**src/rtl/instr_loader_if.sv**
```systemverilog
// Byte-stream loader bus: stream input side and instruction-memory write side,
// plus core hold and status flags.
interface instr_loader_if #(
  parameter int DATA_WIDTH = 32,
  parameter int AW         = 6
);
  logic                  start_i;
  logic [7:0]            byte_i;
  logic                  byte_valid_i;
  logic                  wr_en_o;
  logic [AW-1:0]         wr_addr_o;
  logic [DATA_WIDTH-1:0] wr_data_o;
  logic                  core_hold_o;
  logic                  busy_o;
  logic                  done_o;
  logic                  err_o;

  modport master (
    output start_i, byte_i, byte_valid_i,
    input  wr_en_o, wr_addr_o, wr_data_o, core_hold_o, busy_o, done_o, err_o
  );

  modport slave (
    input  start_i, byte_i, byte_valid_i,
    output wr_en_o, wr_addr_o, wr_data_o, core_hold_o, busy_o, done_o, err_o
  );
endinterface

```
**src/rtl/instr_loader.sv**
```systemverilog
// Program loader: parses a framed byte stream (count, little-endian data words,
// checksum), writes the words into instruction memory and releases the core
// from reset only after a load with a matching checksum.
module instr_loader #(
  parameter int DATA_WIDTH = 32,
  parameter int ROM_DEPTH  = 64,
  parameter int AW         = $clog2(ROM_DEPTH)
) (
  input  logic           clk,
  input  logic           rst,
  instr_loader_if.slave  bus
);

  typedef enum logic [2:0] {
    IDLE = 3'd0,
    LEN  = 3'd1,
    DATA = 3'd2,
    CSUM = 3'd3,
    DONE = 3'd4,
    ERR  = 3'd5
  } state_t;

  localparam logic [8:0] DEPTH9 = 9'(ROM_DEPTH);

  state_t                state;
  logic [1:0]            byte_idx;
  logic [AW-1:0]         word_idx;
  logic [AW-1:0]         last_idx;
  logic [7:0]            csum;
  logic [DATA_WIDTH-9:0] word_sr;

  logic                  wr_en_r;
  logic [AW-1:0]         wr_addr_r;
  logic [DATA_WIDTH-1:0] wr_data_r;
  logic                  core_hold_r;
  logic                  busy_r;
  logic                  done_r;
  logic                  err_r;

  logic [8:0]            n_ext;
  logic                  len_bad;
  logic                  take;

  assign n_ext   = {1'b0, bus.byte_i};
  // Count must be 1..ROM_DEPTH; the 9-bit compare covers ROM_DEPTH = 256.
  assign len_bad = (bus.byte_i == 8'd0) || (n_ext > DEPTH9);
  // A byte coinciding with start is discarded.
  assign take    = bus.byte_valid_i && !bus.start_i;

  // Frame FSM with registered write port and status outputs.
  always_ff @(posedge clk or posedge rst) begin
    if (rst) begin
      state       <= IDLE;
      byte_idx    <= 2'd0;
      word_idx    <= '0;
      last_idx    <= '0;
      csum        <= 8'd0;
      wr_en_r     <= 1'b0;
      wr_addr_r   <= '0;
      wr_data_r   <= '0;
      core_hold_r <= 1'b1;
      busy_r      <= 1'b0;
      done_r      <= 1'b0;
      err_r       <= 1'b0;
    end else begin
      wr_en_r <= 1'b0;
      if (bus.start_i) begin
        state       <= LEN;
        byte_idx    <= 2'd0;
        word_idx    <= '0;
        csum        <= 8'd0;
        core_hold_r <= 1'b1;
        busy_r      <= 1'b1;
        done_r      <= 1'b0;
        err_r       <= 1'b0;
      end else if (take) begin
        case (state)
          LEN: begin
            csum     <= bus.byte_i;
            byte_idx <= 2'd0;
            word_idx <= '0;
            last_idx <= AW'(bus.byte_i - 8'd1);
            if (len_bad) begin
              state  <= ERR;
              busy_r <= 1'b0;
              err_r  <= 1'b1;
            end else begin
              state <= DATA;
            end
          end
          DATA: begin
            csum     <= csum + bus.byte_i;
            byte_idx <= byte_idx + 2'd1;
            if (byte_idx == 2'd3) begin
              wr_en_r   <= 1'b1;
              wr_addr_r <= word_idx;
              wr_data_r <= {bus.byte_i, word_sr};
              // Word index stops at N-1 so the address never wraps.
              if (word_idx == last_idx) begin
                state <= CSUM;
              end else begin
                word_idx <= word_idx + 1'b1;
              end
            end
          end
          CSUM: begin
            busy_r <= 1'b0;
            if (bus.byte_i == csum) begin
              state       <= DONE;
              done_r      <= 1'b1;
              core_hold_r <= 1'b0;
            end else begin
              state <= ERR;
              err_r <= 1'b1;
            end
          end
          default: ;
        endcase
      end
    end
  end

  // Little-endian byte assembly: bytes enter at the top and shift down, so
  // after three bytes the first one sits in the lowest lane.
  always_ff @(posedge clk) begin
    if (take && state == DATA) begin
      word_sr <= {bus.byte_i, word_sr[DATA_WIDTH-9:8]};
    end
  end

  assign bus.wr_en_o     = wr_en_r;
  assign bus.wr_addr_o   = wr_addr_r;
  assign bus.wr_data_o   = wr_data_r;
  assign bus.core_hold_o = core_hold_r;
  assign bus.busy_o      = busy_r;
  assign bus.done_o      = done_r;
  assign bus.err_o       = err_r;

endmodule

```
**src/flat_wrapper.sv**
```systemverilog
// flat-port wrapper written by rule: the top's interface ports become plain ports
module instr_loader_flat 
#(
  parameter int DATA_WIDTH = 32,
  parameter int ROM_DEPTH  = 64,
  parameter int AW         = $clog2(ROM_DEPTH)
)
  (clk, rst, bus_start_i, bus_byte_i, bus_byte_valid_i, bus_wr_en_o, bus_wr_addr_o, bus_wr_data_o, bus_core_hold_o, bus_busy_o, bus_done_o, bus_err_o);
  instr_loader_if #(.DATA_WIDTH(DATA_WIDTH), .AW(AW)) bus_i ();
  input  logic clk;
  input  logic rst;
  input wire logic [$bits(bus_i.start_i)-1:0] bus_start_i;
  input wire logic [$bits(bus_i.byte_i)-1:0] bus_byte_i;
  input wire logic [$bits(bus_i.byte_valid_i)-1:0] bus_byte_valid_i;
  output wire logic [$bits(bus_i.wr_en_o)-1:0] bus_wr_en_o;
  output wire logic [$bits(bus_i.wr_addr_o)-1:0] bus_wr_addr_o;
  output wire logic [$bits(bus_i.wr_data_o)-1:0] bus_wr_data_o;
  output wire logic [$bits(bus_i.core_hold_o)-1:0] bus_core_hold_o;
  output wire logic [$bits(bus_i.busy_o)-1:0] bus_busy_o;
  output wire logic [$bits(bus_i.done_o)-1:0] bus_done_o;
  output wire logic [$bits(bus_i.err_o)-1:0] bus_err_o;
  assign bus_i.start_i = bus_start_i;
  assign bus_i.byte_i = bus_byte_i;
  assign bus_i.byte_valid_i = bus_byte_valid_i;
  assign bus_wr_en_o = bus_i.wr_en_o;
  assign bus_wr_addr_o = bus_i.wr_addr_o;
  assign bus_wr_data_o = bus_i.wr_data_o;
  assign bus_core_hold_o = bus_i.core_hold_o;
  assign bus_busy_o = bus_i.busy_o;
  assign bus_done_o = bus_i.done_o;
  assign bus_err_o = bus_i.err_o;
  instr_loader #(.DATA_WIDTH(DATA_WIDTH), .ROM_DEPTH(ROM_DEPTH), .AW(AW)) u_core (.clk(clk), .rst(rst), .bus(bus_i));
endmodule
```
**config.mk**
```make
export PLATFORM = sky130hd
export DESIGN_NAME = instr_loader_flat
export DESIGN_NICKNAME = d
export VERILOG_FILES = /design/src/rtl/instr_loader_if.sv /design/src/rtl/instr_loader.sv /design/src/flat_wrapper.sv
export SDC_FILE = /design/constraint.sdc
export NUM_CORES = 1
export LEC_CHECK = 0
export ABC_AREA = 0
export CELL_PAD_IN_SITES_DETAIL_PLACEMENT = 0
export CELL_PAD_IN_SITES_GLOBAL_PLACEMENT = 2
export CORE_MARGIN = 5
export CORE_UTILIZATION = 37
export CTS_CLUSTER_DIAMETER = 150
export DETAILED_ROUTE_END_ITERATION = 10
export PLACE_DENSITY = 0.87
export SLEW_MARGIN = 20
export SYNTH_ARGS = -nofsm -noshare
export SYNTH_HDL_FRONTEND = slang
export SYNTH_SLANG_ARGS = --single-unit
```
**constraint.sdc**
```tcl
create_clock -name clk -period 3.41 [get_ports clk]
set_input_delay 1.023 -clock clk [delete_from_list [all_inputs] [get_ports clk]]
set_output_delay 1.023 -clock clk [all_outputs]
set_load 0.03 [all_outputs]
```
==> flow_summary.yaml <==
timing:
  endpoints_failing_setup: 0
  fmax_mhz: 338
  tightestPinTransition_ns: 0.734
  totalNegativeSetupSlack_ns: 0
  finalHoldWorstSlack_ns: 0.450
  report.final.hold_viol_count: 0
  grt_setup_unrepaired: "no"
  relSlewSlack_pct: 50.9
  period_share_pct: 86.7
  final-max-slew-violation-count: 0
  finalWorstPathRequiredPeriod_ns: 2.96
  finalClockSkew_ns: 0.00841
run_status:
  status: "finished, final reports clean"
synth:
  dominant_combinational_cell_family_by_area_after_synthesis: "multiplexers"
  yosys-top-cells-area: "sky130_fd_sc_hd__dfrtp_1 41%, sky130_fd_sc_hd__edfxtp_1 18%, sky130_fd_sc_hd__mux2_2 8.0%"
  synth_adder_area_share_pct: 3.55
  synth-async-reset-ratio_pct: 73.9
  post_synth_mux_area_share_pct: 11.5
  synthFlopType: "sky130_fd_sc_hd__dfrtp_1"
  synth-warning-count: 0
  synth.ff_latch_count: 92
  syn-cell-area_sq_um: 4090
  synthCells: 316
  synth_top_cell_by_area: "sky130_fd_sc_hd__dfrtp_1"
  area_fraction_in_and_or_nand_and_nor_cells_after_synthesis_pct: 10.1
  synth_xor_area_share_pct: 3.39
  synth_nets: 339
  count_of_flip_flops_with_a_built_in_enable_after_synthesis: 24
  sequential_to_total_area_share_from_yosys_stat_pct: 59.2
  avgSynthCellArea_sq_um: 13.0
  yosysTopAreaCellShare_pct: 41.0
  synthDistinctLibCells: 52
  synth_compound_gate_area_share_pct: 9.14
route:
  drt-pass1-iter-count: 4
  detailroute.wirelength.met2_mm: 3.92
  route.vias.total: 2633
  post_drt_wl_per_cell_um: 15.8
  met3_wl_post_dr_um: 401
  routed_wirelength_mm: 8.33
  first_iter_violations: 169
  detail_route.drc_violations: 0
  remaining_antenna_violation_count: 0
  routedLengthMet1_mm: 3.88
  routed.top_layer: "met4"
  post_drt_via_cell_ratio: 5.00
critical_path:
  crit_path_max_fanout: 6
  rr_worst_depth: 5
  worst-endpoint-required_ns: 3.71
  critical_path.endpoint_type: "flop"
  setup.worst_path.start_class: "input port"
  worst_ep_arrival_time_ns: 3.25
  reg2reg_to: "u_core.word_idx[2]$_DFFE_PP0P_"
  r2r_start: "u_core.state[1]$_DFFE_PP0P_"
  worst-setup-path-type: "in2reg"
  ff2ff_setup_slack_ns: 1.12
global_route:
  grt_start_max_net_pins: 27
  first_global_vias: 2697
  total_congestion_overflow_after_global_routing: 0
  grt_pass1_wl_mm: 13.9
  grt_usage_pct: 13.7
  antenna_found_initial: 0
cts:
  cts_inserted_buffers: 9
  cts-root-buf: "sky130_fd_sc_hd__clkbuf_8"
  clkTransAtPathRegs_ns: 0.09
  cts_htree_levels: 3
  clk_path_buf_depth: 2
  tritoncts_clock_tree: "done"
  clock_sinks: 92
  post_cts_resized: 0
  cts.hold.buffers_added: 0
  post-cts-setup-buffers: 0
  worstSkewPairLatency_ns: 0.36
finish:
  finalCoreUtilization_pct: 46.4
  design.final.nets: 405
  synthToLayoutAreaGrowth_pct: 23.0
  final_cell_mix: "67 x sky130_fd_sc_hd__dfrtp_1, 54 x sky130_fd_sc_hd__clkdlybuf4s50_1, 29 x sky130_fd_sc_hd__mux2_2, 28 x sky130_fd_sc_hd__nand2_1, 24 x sky130_fd_sc_hd__edfxtp_1"
  layout.cells.non_filler: 527
  final_common_cell: "sky130_fd_sc_hd__dfrtp_1"
  fillcell_total: 1006
  antenna_cells_inserted: 0
  layout-drive-gt1-share_pct: 20.9
  final-seq-area_sq_um: 2420
  multi_input_area_sq_um: 1550
die:
  die_height_um: 115
  core_area_sq_um: 10800
  core.rowCount: 38
  start_util_pct: 37.8
  die-area_sq_um: 13300
  chipWidth_um: 115
  ioPinCount: 55
flow_run:
  max_cap_viol_count: 0
placed_design:
  total_placed_cells_including_tap_cells: 511
  dp_hpwl_mm: 6.07
  port_buffers: 54
  routabilityCongestion: 0.819
pwr:
  power.density_cell_area_nw_per_um2: 415
  p_switching_mw: 0.546
  design_internal_power_mw: 1.54
  power.clock.fraction_pct: 32.5
  p_leak_nw: 2.18
  p_sw_share_pct: 26.1
  worst_ir_drop_vdd_mv: 0.177
  power.combinational.fraction_pct: 10.6
  part_of_the_total_power_dissipated_in_sequential_elements_pct: 56.9
worst_hold_path:
  hold_path_end: "u_core.word_sr[1]$_DFFE_PP_"
  hp-start: "u_core.word_sr[9]$_DFFE_PP_"
  hold_depth: 0
  hold_path_class: "reg2reg"
-- final cells by class --
type | count | share of cell area, %
Inverter | 12 | 0.895
Multi-Input combinational cell | 200 | 30.7
Timing Repair Buffer | 67 | 13.2
Tap cell | 140 | 3.48
Clock buffer | 11 | 2.81
Sequential cell | 92 | 48.1
Clock inverter | 5 | 0.770
-- stage by stage --
stage	cell area, sq um	worst slack (ns)	power [mW]
3_3_place_gp	4850	0.116	1.43
5_1_grt	5030	0.253	2.19
6_report	5030	0.455	2.09
2_1_floorplan	4090	0.677	1.36
3_5_place_dp	4850	0.0813	1.43
4_1_cts	5030	0.468	2.11
-- cells by family (layout without fill, tap and decap cells) --
logic type / count (synthesis) / in the layout
DFF: 92 / 92
AOI/OAI and AO/OA: 59 / 59
muxes: 39 / 39
buffers and inverters: 24 / 95
and+or+nand+nor: 76 / 76
adders and majority gates: 11 / 11
xor gates and xnor gates: 15 / 15
-- synth_stat cells, types with 2 or more instances --
library cell and number:
sky130_fd_sc_hd__nand4_1 3, sky130_fd_sc_hd__a21o_1 3, sky130_fd_sc_hd__and4_1 2, sky130_fd_sc_hd__xnor2_1 11, sky130_fd_sc_hd__o21a_1 3, sky130_fd_sc_hd__dfrtp_1 67, sky130_fd_sc_hd__o31ai_1 6, sky130_fd_sc_hd__buf_2 2
sky130_fd_sc_hd__nand3_1 6, sky130_fd_sc_hd__o311ai_0 2, sky130_fd_sc_hd__nor2b_1 3, sky130_fd_sc_hd__mux2_2 29, sky130_fd_sc_hd__or3b_2 2, sky130_fd_sc_hd__clkbuf_1 5, sky130_fd_sc_hd__or4_1 2, sky130_fd_sc_hd__o211ai_1 3
sky130_fd_sc_hd__buf_6 4, sky130_fd_sc_hd__or2_2 2, sky130_fd_sc_hd__a211oi_1 2, sky130_fd_sc_hd__o21ai_0 20, sky130_fd_sc_hd__mux2_4 9, sky130_fd_sc_hd__or3_1 6, sky130_fd_sc_hd__a21oi_1 12, sky130_fd_sc_hd__nor3_1 5
sky130_fd_sc_hd__nor2_1 8, sky130_fd_sc_hd__ha_1 10, sky130_fd_sc_hd__inv_1 11, sky130_fd_sc_hd__edfxtp_1 24, sky130_fd_sc_hd__xor2_1 3, sky130_fd_sc_hd__nand2_1 29
-- sequential cells by signal, indices dropped and copies added, names as in the netlist --
name and cells:
u_core.bus.wr_en_o 1, u_core.word_sr 24, u_core.bus.wr_data_o 32, u_core.word_idx 6, u_core.csum 8, u_core.byte_idx 2
u_core.last_idx 6, u_core.bus.err_o 1, u_core.state 3, u_core.bus.core_hold_o 1, u_core.bus.wr_addr_o 6, u_core.bus.done_o 1
u_core.bus.busy_o 1
-- worst max-delay path, cell delays in order --
cell,delay (ns)
sky130_fd_sc_hd__clkdlybuf4s50_1,0.52
sky130_fd_sc_hd__inv_1,0.12
sky130_fd_sc_hd__ha_1,0.19
sky130_fd_sc_hd__or3b_2,0.48
sky130_fd_sc_hd__nor3_1,0.21
sky130_fd_sc_hd__xor2_1,0.17
sky130_fd_sc_hd__or4_1,0.42
sky130_fd_sc_hd__a21oi_1,0.13
-- layer usage --
layer,GRT usage [%],up-vias
met1,18.1,1297
met2,22.1,53
met5,0,-
met4,6.34,0
met3,2.37,10
li1,-,1273
-- worst max path at each step --
| stage | to | startpoint | slack, ns | cells after the start |
|---|---|---|---|---|
| floorplan | u_core.bus.busy_o$_DFFE_PP0P_ | rst | 0.68 | 1 |
| global placement | u_core.state[1]$_DFFE_PP0P_ | bus_byte_i[0] | 0.12 | 8 |
| detailed placement | u_core.state[1]$_DFFE_PP0P_ | bus_byte_i[0] | 0.08 | 8 |
| CTS | u_core.state[1]$_DFFE_PP0P_ | bus_byte_i[0] | 0.47 | 8 |
| global route | u_core.state[0]$_DFFE_PP0P_ | bus_byte_i[0] | 0.25 | 8 |
| finish | u_core.state[1]$_DFFE_PP0P_ | bus_byte_i[0] | 0.45 | 8 |
-- power by group through the flow --
stage / logic (mW) / clock network (mW) / registers [mW]
6_report: 0.222 / 0.679 / 1.19
5_1_grt: 0.254 / 0.746 / 1.19
4_1_cts: 0.225 / 0.694 / 1.19
3_5_place_dp: 0.224 / 0 / 1.21
2_1_floorplan: 0.155 / 0 / 1.20
3_3_place_gp: 0.223 / 0 / 1.21
Note: power is estimated with default switching activity, not from simulation.
